$ cat src/rtl/riscv_test_pkg.sv
// Shared definitions for the riscv-tests pass/fail monitor: FSM encoding,
// default register indices and RISC-V ABI register numbers.
package riscv_test_pkg;

  typedef enum logic [2:0] {
    ST_RUN    = 3'd0,
    ST_SETTLE = 3'd1,
    ST_PASS   = 3'd2,
    ST_FAIL   = 3'd3,
    ST_TMO    = 3'd4
  } state_e;

  localparam int unsigned ABI_ZERO = 0;
  localparam int unsigned ABI_RA   = 1;
  localparam int unsigned ABI_SP   = 2;
  localparam int unsigned ABI_GP   = 3;
  localparam int unsigned ABI_S10  = 26;
  localparam int unsigned ABI_S11  = 27;

  localparam int unsigned DEF_DONE_REG = ABI_S10;
  localparam int unsigned DEF_PASS_REG = ABI_S11;
  localparam int unsigned DEF_TNUM_REG = ABI_GP;

  localparam int unsigned SETTLE_W = 8;

  function automatic logic is_terminal(input state_e s);
    return (s == ST_PASS) || (s == ST_FAIL) || (s == ST_TMO);
  endfunction

endpackage

$ cat src/rtl/riscv_test_hist_buf.sv
// Ring buffer of the most recent register-file writes; read index 0 is the
// newest entry. Only built when RISCV_TEST_MONITOR_HIST_EN is defined.
module riscv_test_hist_buf #(
  parameter  int unsigned ADDR_W = 5,
  parameter  int unsigned DATA_W = 32,
  parameter  int unsigned DEPTH  = 8,
  localparam int unsigned IDX_W  = $clog2(DEPTH)
) (
  input  logic              clk,
  input  logic              rst,
  input  logic              clr,
  input  logic              wr_en,
  input  logic [ADDR_W-1:0] wr_addr,
  input  logic [DATA_W-1:0] wr_data,
  input  logic [IDX_W-1:0]  rd_idx,
  output logic [ADDR_W-1:0] rd_addr_c,
  output logic [DATA_W-1:0] rd_data_c
);

  logic [ADDR_W-1:0] mem_addr [DEPTH];
  logic [DATA_W-1:0] mem_data [DEPTH];
  logic [IDX_W-1:0]  wptr;
  logic [IDX_W-1:0]  rptr;

  // Cleared entries read back as zero until overwritten.
  always_ff @(posedge clk or negedge rst) begin
    if (!rst) begin
      wptr <= '0;
      for (int unsigned i = 0; i < DEPTH; i++) begin
        mem_addr[i] <= '0;
        mem_data[i] <= '0;
      end
    end else if (clr) begin
      wptr <= '0;
      for (int unsigned i = 0; i < DEPTH; i++) begin
        mem_addr[i] <= '0;
        mem_data[i] <= '0;
      end
    end else if (wr_en) begin
      mem_addr[wptr] <= wr_addr;
      mem_data[wptr] <= wr_data;
      wptr           <= wptr + IDX_W'(1);
    end
  end

  assign rptr      = wptr - IDX_W'(1) - rd_idx;
  assign rd_addr_c = mem_addr[rptr];
  assign rd_data_c = mem_data[rptr];

endmodule

$ cat src/rtl/riscv_test_monitor.sv
// Snoops register-file writes of a riscv-tests program and reports PASS/FAIL/TIMEOUT.
// Define RISCV_TEST_MONITOR_HIST_EN to build the write-history ring buffer.
module riscv_test_monitor
  import riscv_test_pkg::*;
#(
  parameter  int unsigned DATA_W         = 32,
  parameter  int unsigned ADDR_W         = 5,
  parameter  int unsigned DONE_REG       = DEF_DONE_REG,
  parameter  int unsigned PASS_REG       = DEF_PASS_REG,
  parameter  int unsigned TNUM_REG       = DEF_TNUM_REG,
  parameter  int unsigned SETTLE_CYCLES  = 10,
  parameter  int unsigned TIMEOUT_CYCLES = 100000,
  parameter  int unsigned HIST_DEPTH     = 8,
  localparam int unsigned HIST_IDX_W     = $clog2(HIST_DEPTH)
) (
  input  logic                  clk,
  input  logic                  rst,
  input  logic                  restart,
  input  logic                  wb_we,
  input  logic [ADDR_W-1:0]     wb_addr,
  input  logic [DATA_W-1:0]     wb_data,
  output logic                  done,
  output logic                  pass,
  output logic                  fail,
  output logic                  timeout,
  output logic [DATA_W-1:0]     fail_testnum,
  output logic [31:0]           cycle_count,
  input  logic [HIST_IDX_W-1:0] hist_idx,
  output logic [ADDR_W-1:0]     hist_addr,
  output logic [DATA_W-1:0]     hist_data
);

  localparam logic [31:0]         TMO_LAST    = 32'(TIMEOUT_CYCLES - 1);
  localparam logic [SETTLE_W-1:0] SETTLE_LOAD = SETTLE_W'(SETTLE_CYCLES);

  state_e              state, state_nxt;
  logic [SETTLE_W-1:0] settle_cnt, settle_nxt;
  logic [DATA_W-1:0]   pass_sh, pass_sh_nxt;
  logic [DATA_W-1:0]   tnum_sh, tnum_sh_nxt;
  logic                active;
  logic                cap;
  logic                done_hit;
  logic                enter_term;

  assign active      = (state == ST_RUN) || (state == ST_SETTLE);
  assign cap         = active && wb_we && (wb_addr != '0);
  assign done_hit    = cap && (wb_addr == ADDR_W'(DONE_REG)) && (wb_data == DATA_W'(1));
  assign pass_sh_nxt = (cap && (wb_addr == ADDR_W'(PASS_REG))) ? wb_data : pass_sh;
  assign tnum_sh_nxt = (cap && (wb_addr == ADDR_W'(TNUM_REG))) ? wb_data : tnum_sh;
  assign enter_term  = active && is_terminal(state_nxt);

  always_ff @(posedge clk or negedge rst) begin
    if (!rst) state <= ST_RUN;
    else      state <= state_nxt;
  end

  // Done beats timeout in RUN; the settle verdict sees a PASS_REG write in its last cycle.
  always_comb begin
    state_nxt  = state;
    settle_nxt = settle_cnt;
    case (state)
      ST_RUN: begin
        if (done_hit) begin
          state_nxt  = ST_SETTLE;
          settle_nxt = SETTLE_LOAD;
        end else if ((TIMEOUT_CYCLES != 0) && (cycle_count == TMO_LAST)) begin
          state_nxt = ST_TMO;
        end
      end
      ST_SETTLE: begin
        settle_nxt = settle_cnt - SETTLE_W'(1);
        if (settle_cnt == SETTLE_W'(1))
          state_nxt = (pass_sh_nxt == DATA_W'(1)) ? ST_PASS : ST_FAIL;
      end
      default: ;
    endcase
    if (restart) state_nxt = ST_RUN;
  end

  always_ff @(posedge clk or negedge rst) begin
    if (!rst) begin
      settle_cnt   <= '0;
      pass_sh      <= '0;
      tnum_sh      <= '0;
      cycle_count  <= '0;
      done         <= 1'b0;
      pass         <= 1'b0;
      fail         <= 1'b0;
      timeout      <= 1'b0;
      fail_testnum <= '0;
    end else if (restart) begin
      settle_cnt   <= '0;
      pass_sh      <= '0;
      tnum_sh      <= '0;
      cycle_count  <= '0;
      done         <= 1'b0;
      pass         <= 1'b0;
      fail         <= 1'b0;
      timeout      <= 1'b0;
      fail_testnum <= '0;
    end else begin
      settle_cnt <= settle_nxt;
      pass_sh    <= pass_sh_nxt;
      tnum_sh    <= tnum_sh_nxt;
      if (active && !enter_term && (cycle_count != '1))
        cycle_count <= cycle_count + 32'd1;
      if (enter_term) begin
        done         <= 1'b1;
        pass         <= (state_nxt == ST_PASS);
        fail         <= (state_nxt == ST_FAIL);
        timeout      <= (state_nxt == ST_TMO);
        fail_testnum <= tnum_sh;
      end
    end
  end

`ifdef RISCV_TEST_MONITOR_HIST_EN
  riscv_test_hist_buf #(
    .ADDR_W (ADDR_W),
    .DATA_W (DATA_W),
    .DEPTH  (HIST_DEPTH)
  ) u_hist (
    .clk       (clk),
    .rst       (rst),
    .clr       (restart),
    .wr_en     (cap),
    .wr_addr   (wb_addr),
    .wr_data   (wb_data),
    .rd_idx    (hist_idx),
    .rd_addr_c (hist_addr),
    .rd_data_c (hist_data)
  );
`else
  logic unused_hist_idx;
  assign unused_hist_idx = ^hist_idx;
  assign hist_addr       = '0;
  assign hist_data       = '0;
`endif

endmodule

$ cat config.mk
export PLATFORM = sky130hd
export DESIGN_NAME = riscv_test_monitor
export DESIGN_NICKNAME = d
export VERILOG_FILES = /design/src/rtl/riscv_test_pkg.sv /design/src/rtl/riscv_test_hist_buf.sv /design/src/rtl/riscv_test_monitor.sv
export SDC_FILE = /design/constraint.sdc
export NUM_CORES = 1
export LEC_CHECK = 0
export CAP_MARGIN = 40
export CORE_ASPECT_RATIO = 1.5
export CORE_UTILIZATION = 51
export DETAILED_ROUTE_END_ITERATION = 12
export PLACE_DENSITY = 0.79
export SYNTH_ARGS = -nofsm -noshare
export SYNTH_HDL_FRONTEND = slang
export SYNTH_HIERARCHICAL = 1
export SYNTH_SLANG_ARGS = --single-unit
export TNS_END_PERCENT = 10
$ cat constraint.sdc
create_clock -name clk -period 3.4 [get_ports clk]
set_clock_uncertainty 0.1 [all_clocks]
set_input_delay 0.68 -clock clk [delete_from_list [all_inputs] [get_ports clk]]
set_output_delay 0.68 -clock clk [all_outputs]
set_load 0.05 [all_outputs]
Word level (Yosys, flattened, before mapping)
Cells that the tools add are included.
Word-level totals
  flip-flop bits (word level): 143
  output and inout port bits: 105
  logic and storage cells: 70
Operators by class
  $add $sub $neg: 2
  equal/unequal tests: 13
  mux-type cells: 25
  reductions and logical operators: 20
Operators with widths (number)
  32-bit two-way mux: 8
  32-bit by 1-bit == test with 1-bit output, second input constant: 2
  32-bit by 1-bit adder with 32-bit output, second input constant: 1
  32-bit by 17-bit == test with 1-bit output, second input constant: 1
  32-bit inequality test, second input constant: 1
  8-bit two-way mux: 2
  8-bit case mux with 2 select lines: 1
  3-bit two-way mux: 4
  5-bit == test, second input constant: 2
  1-bit logical AND: 9
  1-bit two-way mux: 9
  8-bit by 1-bit == test with 1-bit output, second input constant: 1
  8-bit by 1-bit subtractor with 8-bit output, second input constant: 1
  3-bit by 2-bit == test with 1-bit output, second input constant: 2
  3-bit case mux with 2 select lines: 1
  2-bit nonzero test: 3
  5-bit by 2-bit == test with 1-bit output, second input constant: 1
  5-bit nonzero test: 1
  3-bit by 1-bit == test with 1-bit output, second input constant: 1
  3-bit == test, second input constant: 1
  3-bit logical NOT: 1
  1-bit logical OR: 3
  3-bit inequality test, second input constant: 1
  3-bit nonzero test: 1
  other kinds (2): 2

Longest topological paths before layout
Gate-level depths: netlist of the first run.
  depth after elaboration: 20
  depth in mapped cells: 11
  depth with buffers taken out: 8

Worst setup path after synthesis of the first run
OpenSTA, ideal clock, no wires.
  kind: input to register
  start: input port wb_addr[2]
  end: register cycle_count[5]
  required time: 3.172 ns
  stages: 8
  path slack: 0.253 ns
  arrival: 2.919 ns
  cells stage by stage: nand3b_1 -> or4_1 -> or4_4 -> a21o_1 -> o211a_1 -> buf_4 -> nor4_2 -> mux2_1
Between the ends
  word-level cells in the longest chain between the ends: 17
  elaborated cells between the ends (all ways): 24
  those cells by class: eq/ne: 6; mux: 6; reduce/logical: 12
Ends and longest elaborated chain
  start: declaration: RTL line riscv_test_monitor.sv:20  | input logic [ADDR_W-1:0] wb_addr,
  5-bit nonzero test: RTL line riscv_test_monitor.sv:46  | assign cap = active && wb_we && (wb_addr != '0);
  1-bit logical AND: RTL line riscv_test_monitor.sv:46
  1-bit logical AND: RTL line riscv_test_monitor.sv:48  | assign pass_sh_nxt = (cap && (wb_addr == ADDR_W'(PASS_REG))) ? wb_data : pass_sh;
  32-bit two-way mux: RTL line riscv_test_monitor.sv:48
  32-bit by 1-bit == test with 1-bit output: RTL line riscv_test_monitor.sv:73  | state_nxt = (pass_sh_nxt == DATA_W'(1)) ? ST_PASS : ST_FAIL;
  1-bit two-way mux: RTL line riscv_test_monitor.sv:73
  3-bit two-way mux: RTL line riscv_test_monitor.sv:72  | if (settle_cnt == SETTLE_W'(1))
  3-bit case mux with 2 select lines *: RTL line riscv_test_monitor.sv:61  | case (state)
  3-bit two-way mux *: RTL line riscv_test_monitor.sv:77  | if (restart) state_nxt = ST_RUN;
  3-bit by 2-bit == test with 1-bit output: RTL line riscv_test_pkg.sv:27  | return (s == ST_PASS) || (s == ST_FAIL) || (s == ST_TMO);
  1-bit logical OR: RTL line riscv_test_pkg.sv:27
  1-bit logical OR *: RTL line riscv_test_pkg.sv:27
  1-bit logical AND *: RTL line riscv_test_monitor.sv:50  | assign enter_term = active && is_terminal(state_nxt);
  1-bit logical NOT *: RTL line riscv_test_monitor.sv:105  | if (active && !enter_term && (cycle_count != '1))
  1-bit logical AND * (2 in a row): RTL line riscv_test_monitor.sv:105
  2-bit nonzero test (no source line) *
  end signal: assignment: RTL line riscv_test_monitor.sv:106  | cycle_count <= cycle_count + 32'd1;
  end: declaration: RTL line riscv_test_monitor.sv:27  | output logic [31:0] cycle_count,
Mark *: on every way between the ends. The rest lies on a longest branch, timed or not.
A chain may end at the register's enable or synchronous reset.

Worst setup path after layout of the first run
Same ends and word-level chain as after synthesis.

==> results of run 1 <==
## power by group
group,leakage [uW],internal (uW),total (uW),switching (uW)
sequential,0.00199,1710,1720,8.45
clock,0.000270,982,1790,806
combinational,0.00232,105,334,229
## repair_timing
| item | in CTS | in global routing |
|---|---|---|
| pin swaps | 0 | 0 |
| setup endpoints to repair | 22 | 34 |
| gates resized for setup | 0 | 9 |
## cell families (layout without fill, tap and decap cells)
family,after synthesis,in the layout,synth area share [%]
compound gates,72,72,7.20
mux,73,73,9.98
flops,143,143,48.2
simple gates,355,355,24.9
fa+ha+maj,3,3,0.506
other cells,1,37,0.0505
buf+inv,89,220,6.69
xor+xnor,21,21,2.48
## layer usage
layer | part of all wire (%) | up-vias | track usage [%] | wire, um
met1 | 36 | 3133 | 30.8 | 7580
met5 | 0 | - | 0 | 0
met2 | 54 | 249 | 51.1 | 11300
met3 | 5.3 | 55 | 4.76 | 1110
li1 | - | 2928 | - | -
met4 | 4.5 | 0 | 16.5 | 950
## worst max-delay path by stage
stage	slack, ns	depth (start not counted)	end
finish	0.07	9	cycle_count[5]$_DFFE_PN0P_
global route	-0.03	11	cycle_count[5]$_DFFE_PN0P_
CTS	-0.05	10	cycle_count[0]$_DFFE_PN0P_
detailed placement	-0.48	9	fail_testnum[17]$_DFFE_PN0P_
global placement	-0.76	9	fail_testnum[10]$_DFFE_PN0P_
floorplan	0.25	8	cycle_count[5]$_DFFE_PN0P_
## critical path: cells and delay by family
family | cells | cell delay, ns
buf+inv | 2 | 0.60
simple gates | 4 | 1.50
mux | 1 | 0.35
compound gates | 2 | 0.40
## through the flow
step	total power [uW]	util [%]
floorplan	1950	-
global placement	2070	63.8
detailed placement	2080	64.1
CTS	3850	68.1
global route	3950	68.4
finish	3840	68.4
## state kept, by name, indices dropped and copies added (netlist names)
signal / cells
cycle_count: 32
fail_testnum: 32
pass_sh: 32
tnum_sh: 32
settle_cnt: 8
state: 3
done: 1
fail: 1
pass: 1
timeout: 1
## final cells by class
cell class / count / area share (%)
inverters: 4 / 0.155
repair buffers: 184 / 18.0
well taps: 192 / 2.49
multi-input cells: 561 / 36.5
clock buffers: 18 / 4.54
flip-flops and latches: 143 / 37.0
clock inverters: 14 / 1.31
## synth_stat cells (all sizes together) (2+ instances only)
master,number,area share [%]
or2,2,0.17
nor2b,10,0.84
clkbuf,38,1.9
nand2,53,2.7
xnor2,14,1.7
and2,4,0.34
nor4,26,2.3
buf,47,4.6
and3,8,0.67
dfrtp,143,48
or4,2,0.25
o211ai,2,0.20
nand3b,4,0.40
ha,3,0.51
nor3b,7,0.71
nand3,18,1.2
o221ai,32,3.8
nor2,112,5.7
nor3,6,0.47
mux2,8,1.2
and4,5,0.59
nand4,18,1.5
or3,36,3.0
o21ai,12,0.81
nor4b,7,0.83
inv,4,0.20
xor2,7,0.83
a211oi,2,0.20
a31o,2,0.24
nand2b,35,2.9
a21oi,11,0.74
mux2i,65,8.8
==> key figures, run 1 <==
Status
  – Status: complete, no violations

Clock network
  – Worst-path clk slew: 0.07 ns
  – CTS Buf Count: 17
  – Clock latency on the worst-skew pair: 0.42 ns
  – # hold bufs at CTS: 0
  – Number of setup buffers added after CTS: 0
  – Clk sinks: 143
  – CTS root buf: clkbuf_16
  – CTS tree: built
  – Clock buffer depth: 2
  – H-Tree Depth: 4

Timing
  – Fin crit share: 97.9%
  – Final hold slack: 0.0478 ns
  – F_max: 0.300 GHz
  – Post-route setup slack: 0.0703 ns
  – Min Tclk post-route: 3.33 ns
  – Fin. max-slew vios: 0
  – Max-slew headroom: 54.4%
  – Total negative slack: 0 ns
  – Final setup vio count: 0
  – Final Hold Viols: 0
  – Worst-Margin Slew: 0.684 ns

Setup path
  – Crit-path max cell delay: 0.52 ns
  – Arrival time at the worst endpoint: 3.53 ns
  – Crit Path Category: in -> reg
  – Crit path launch type: input port
  – Crit path from: wb_addr[2]
  – Worst path cell trace: clkdlybuf4s50_1, nand3b_1, or4_4, or4_4, a21o_1, o211a_1, buf_12, nor4_2, mux2_1
  – Crit. End Element: flop
  – Worst r2r src: state[1]$_DFF_PN0_
  – Reg-to-Reg End: cycle_count[0]$_DFFE_PN0P_
  – Critical Path RT: 3.60 ns
  – FF-to-FF path depth: 10
  – CP max-delay cell: or4_4
  – CP most frequent cell: or4_4
  – Critical path fanouts, max: 37
  – Reg-to-reg slack, setup: 0.12 ns

Finish
  – Number of diodes: 0
  – Design area: 0.00967 sq mm
  – Nets: 958
  – Area grow syn2layout: 30.2%
  – Fill cells: 1070
  – Multi-input logic area: 0.00353 sq mm
  – Most frequent cells in the layout: dfrtp_1, nor2_1, clkdlybuf4s50_1
  – Most common cell after layout, fill and taps aside: dfrtp_1
  – Final std cells w/o fill: 1116
  – Seq. cell area: 0.00358 sq mm
  – Fraction of layout cells with a size suffix above 1: 14.4%

Yosys
  – Post-synthesis cell count: 757
  – Synthesized area per cell: 9.81 sq um
  – Mapped Area: 0.00742 sq mm
  – Ys async rst share: 100%
  – FF+latch count, synth: 143
  – Top_reg_cell synth: dfrtp_1
  – YS warnings: 6
  – Unique masters post-synth: 57
  – Sequential area share after synthesis: 48.2%
  – Number of synthesized flops with an enable pin: 0

Global route
  – Vias in the first global route: 6489
  – Largest net degree at the start of global routing: 76
  – GRT Total Usage: 28.3%
  – Total grt overflow: 0
  – Wire length of the first global-routing pass: 32400 um
  – Initial antenna violation count: 0

Placement
  – Placed cell count: 1084
  – DP Area: 0.00905 sq mm
  – Place WS: -0.481 ns
  – IO buf count: 108
  – Placer Congestion: 0.873
  – Post-DP HPWL: 14700 um

Floorplan
  – Core Region: 0.0141 sq mm
  – Die X-Extent: 101 um
  – Die Y-Extent: 150 um
  – Starting Density: 52.6%
  – Std cell rows: 53
  – Die area: 0.0151 sq mm
  – Io pins: 149

Route
  – Vias/cell: 5.70
  – Antenna violation net count after detailed routing: 0
  – Drt initial violations: 448
  – # DRC: 0
  – Final Routed Wirelength: 20900 um
  – DR vias: 6365
  – Wirelength per Cell: 18.7 um
  – DR pass1 iterations: 7

Pwr
  – Leak Pwr: 0.00459 uW
  – Pwr dens: 397 mW/mm^2
  – Maximum vdd drop: 0.305 mV

Min path
  – Worst hold path class: in -> async

Run
  – Max cap viols: 0
No activity file was read; power rests on OpenSTA's default activity.
==> inputs of run 2 (changes only) <==
SKIP_CTS_REPAIR_TIMING = 1   (was default)
clock period = 3.2 ns   (was 3.4 ns; I/O delays follow)
==> key figures, run 2 (same netlist as run 1, synthesis figures left out) <==
Global route
  – Initial antenna violation count: 0
  – Wire length of the first global-routing pass: 33200 um
  – Total grt overflow: 0
  – GRT Total Usage: 29.0%
  – Vias in the first global route: 6418
  – Largest net degree at the start of global routing: 92

Pwr
  – Clock power frac: 47.2%
  – Leak Pwr: 0.00467 uW
  – Maximum vdd drop: 0.280 mV
  – Total internal power: 3020 uW
  – Flop pwr share: 44.2%
  – Switching part of the total power: 26.7%
  – Logic pwr share: 8.6%
  – Pwr dens: 421 mW/mm^2
  – P_sw: 1100 uW

Route
  – Antenna violation net count after detailed routing: 0
  – DR vias: 6470
  – Final Routed Wirelength: 21300 um
  – Wirelength per Cell: 18.9 um
  – Vias/cell: 5.74
  – # DRC: 0
  – Drt initial violations: 388
  – DR pass1 iterations: 5

Setup path
  – Crit-path max cell delay: 0.49 ns
  – CP most frequent cell: buf_4
  – Worst path cell trace: clkdlybuf4s50_1, nand3b_1, buf_4, or3_2, buf_4, nor4_1, o21a_1, o211a_4, buf_12, nor3_4, mux2_1
  – Crit Path Category: in -> reg
  – Critical Path RT: 3.40 ns
  – Arrival time at the worst endpoint: 3.38 ns
  – Crit. End Element: flop
  – Critical path fanouts, max: 37
  – Crit path launch type: input port
  – CP max-delay cell: or3_2

Clock network
  – Clock buffer depth: 2
  – Worst-path clk slew: 0.07 ns
  – Clk sinks: 143
  – Clock latency on the worst-skew pair: 0.42 ns
  – CTS Buf Count: 17
  – H-Tree Depth: 4
  – CTS root buf: clkbuf_16
  – CTS tree: built

Timing
  – Post-route setup slack: 0.0185 ns
  – Worst-Margin Slew: 0.834 ns
  – F_max: 0.314 GHz
  – Fin. max-slew vios: 0
  – Fin crit share: 99.4%
  – Max-slew headroom: 44.4%
  – Total negative slack: 0 ns
  – Final setup vio count: 0
  – Final Hold Viols: 0
  – Min Tclk post-route: 3.18 ns

Finish
  – Final std cells w/o fill: 1127
  – Most frequent cells in the layout: dfrtp_1, nor2_1, clkdlybuf4s50_1
  – Layout Utilization: 69.3%
  – Most common cell after layout, fill and taps aside: dfrtp_1
  – Area grow syn2layout: 31.8%
  – Fill cells: 1026
  – Fraction of layout cells with a size suffix above 1: 15.7%
  – Number of diodes: 0
  – Nets: 969

Floorplan
  – Starting Density: 52.6%
  – Die area: 0.0151 sq mm
  – Die Y-Extent: 150 um
  – Core Region: 0.0141 sq mm
  – Die X-Extent: 101 um
  – Std cell rows: 53
  – Io pins: 149

Placement
  – IO buf count: 108
  – Place WS: -0.654 ns
  – Placer Congestion: 0.854
  – Post-DP HPWL: 14800 um
  – Placed cell count: 1092

Min path
  – Worst hold path class: in -> async

Status
  – Status: complete, no violations

Run
  – Max cap viols: 0
-- run 2: changes by cell type in the layout (fill, tap and decap cells not counted), sizes merged --
cell,previous run,this run
clkbuf,18,17
inv,12,13
bufinv,0,1
clkdlybuf4s50,106,103
buf,78,89
dlymetal6s2s,0,3
clkinvlp,3,2
-- run 2: stage by stage --
step	total power, uW	hold WS [ns]	area, sq um
finish	4130	0.140	9790
global route	4240	0.198	9790
CTS	4140	0.176	9670
detailed placement	2210	0.411	9090
global placement	2200	0.397	9080
floorplan	2070	0.244	7560
-- run 2: final timing paths --
check	startpoint	endpoint	slack (ns)	depth (start not counted)
worst max-delay path	wb_addr[2]	cycle_count[0]$_DFFE_PN0P_	0.02	11
worst min-delay path	rst	fail_testnum[11]$_DFFE_PN0P_	0.14	1
worst max register to register	state[2]$_DFF_PN0_	cycle_count[0]$_DFFE_PN0P_	0.10	10
worst min register to register	done$_DFFE_PN0P_	done$_DFFE_PN0P_	0.42	2
max in group asynchronous	rst	fail_testnum[22]$_DFFE_PN0P_	2.05	2
min in group clk	restart	state[1]$_DFF_PN0_	0.34	2
-- run 2: routing by layer --
metal | wire length, um | global-route usage, % | vias up
met4 | 1070 | 15.7 | 0
met3 | 1100 | 6.07 | 63
met2 | 11400 | 51.2 | 273
li1 | - | - | 2943
met1 | 7710 | 32.2 | 3191
met5 | 0 | 0 | -
-- run 2: layout make-up --
| class | count | area [sq um] | area share, % |
|---|---|---|---|
| inverter | 4 | 15.0 | 0.153 |
| tap | 192 | 240 | 2.45 |
| timing repair buffer | 195 | 1810 | 18.5 |
| sequential | 143 | 3580 | 36.6 |
| clock buffer | 17 | 425 | 4.35 |
| clock inverter | 15 | 150 | 1.53 |
| multi-input combinational | 561 | 3560 | 36.4 |
-- run 2: critical path: cells and delay by family --
| kind | cells | cell delay [ns] |
|---|---|---|
| muxes | 1 | 0.32 |
| buffers and inverters | 4 | 0.93 |
| and+or+nand+nor | 4 | 1.02 |
| AOI/OAI and AO/OA | 2 | 0.45 |
-- run 2: power groups by stage --
| stage | logic [uW] | clock network [uW] | registers [uW] |
|---|---|---|---|
| 3_3_place_gp | 344 | 0 | 1860 |
| 5_1_grt | 377 | 2030 | 1830 |
| 4_1_cts | 351 | 1960 | 1820 |
| 2_1_floorplan | 201 | 0 | 1870 |
| 6_report | 355 | 1950 | 1830 |
| 3_5_place_dp | 348 | 0 | 1860 |
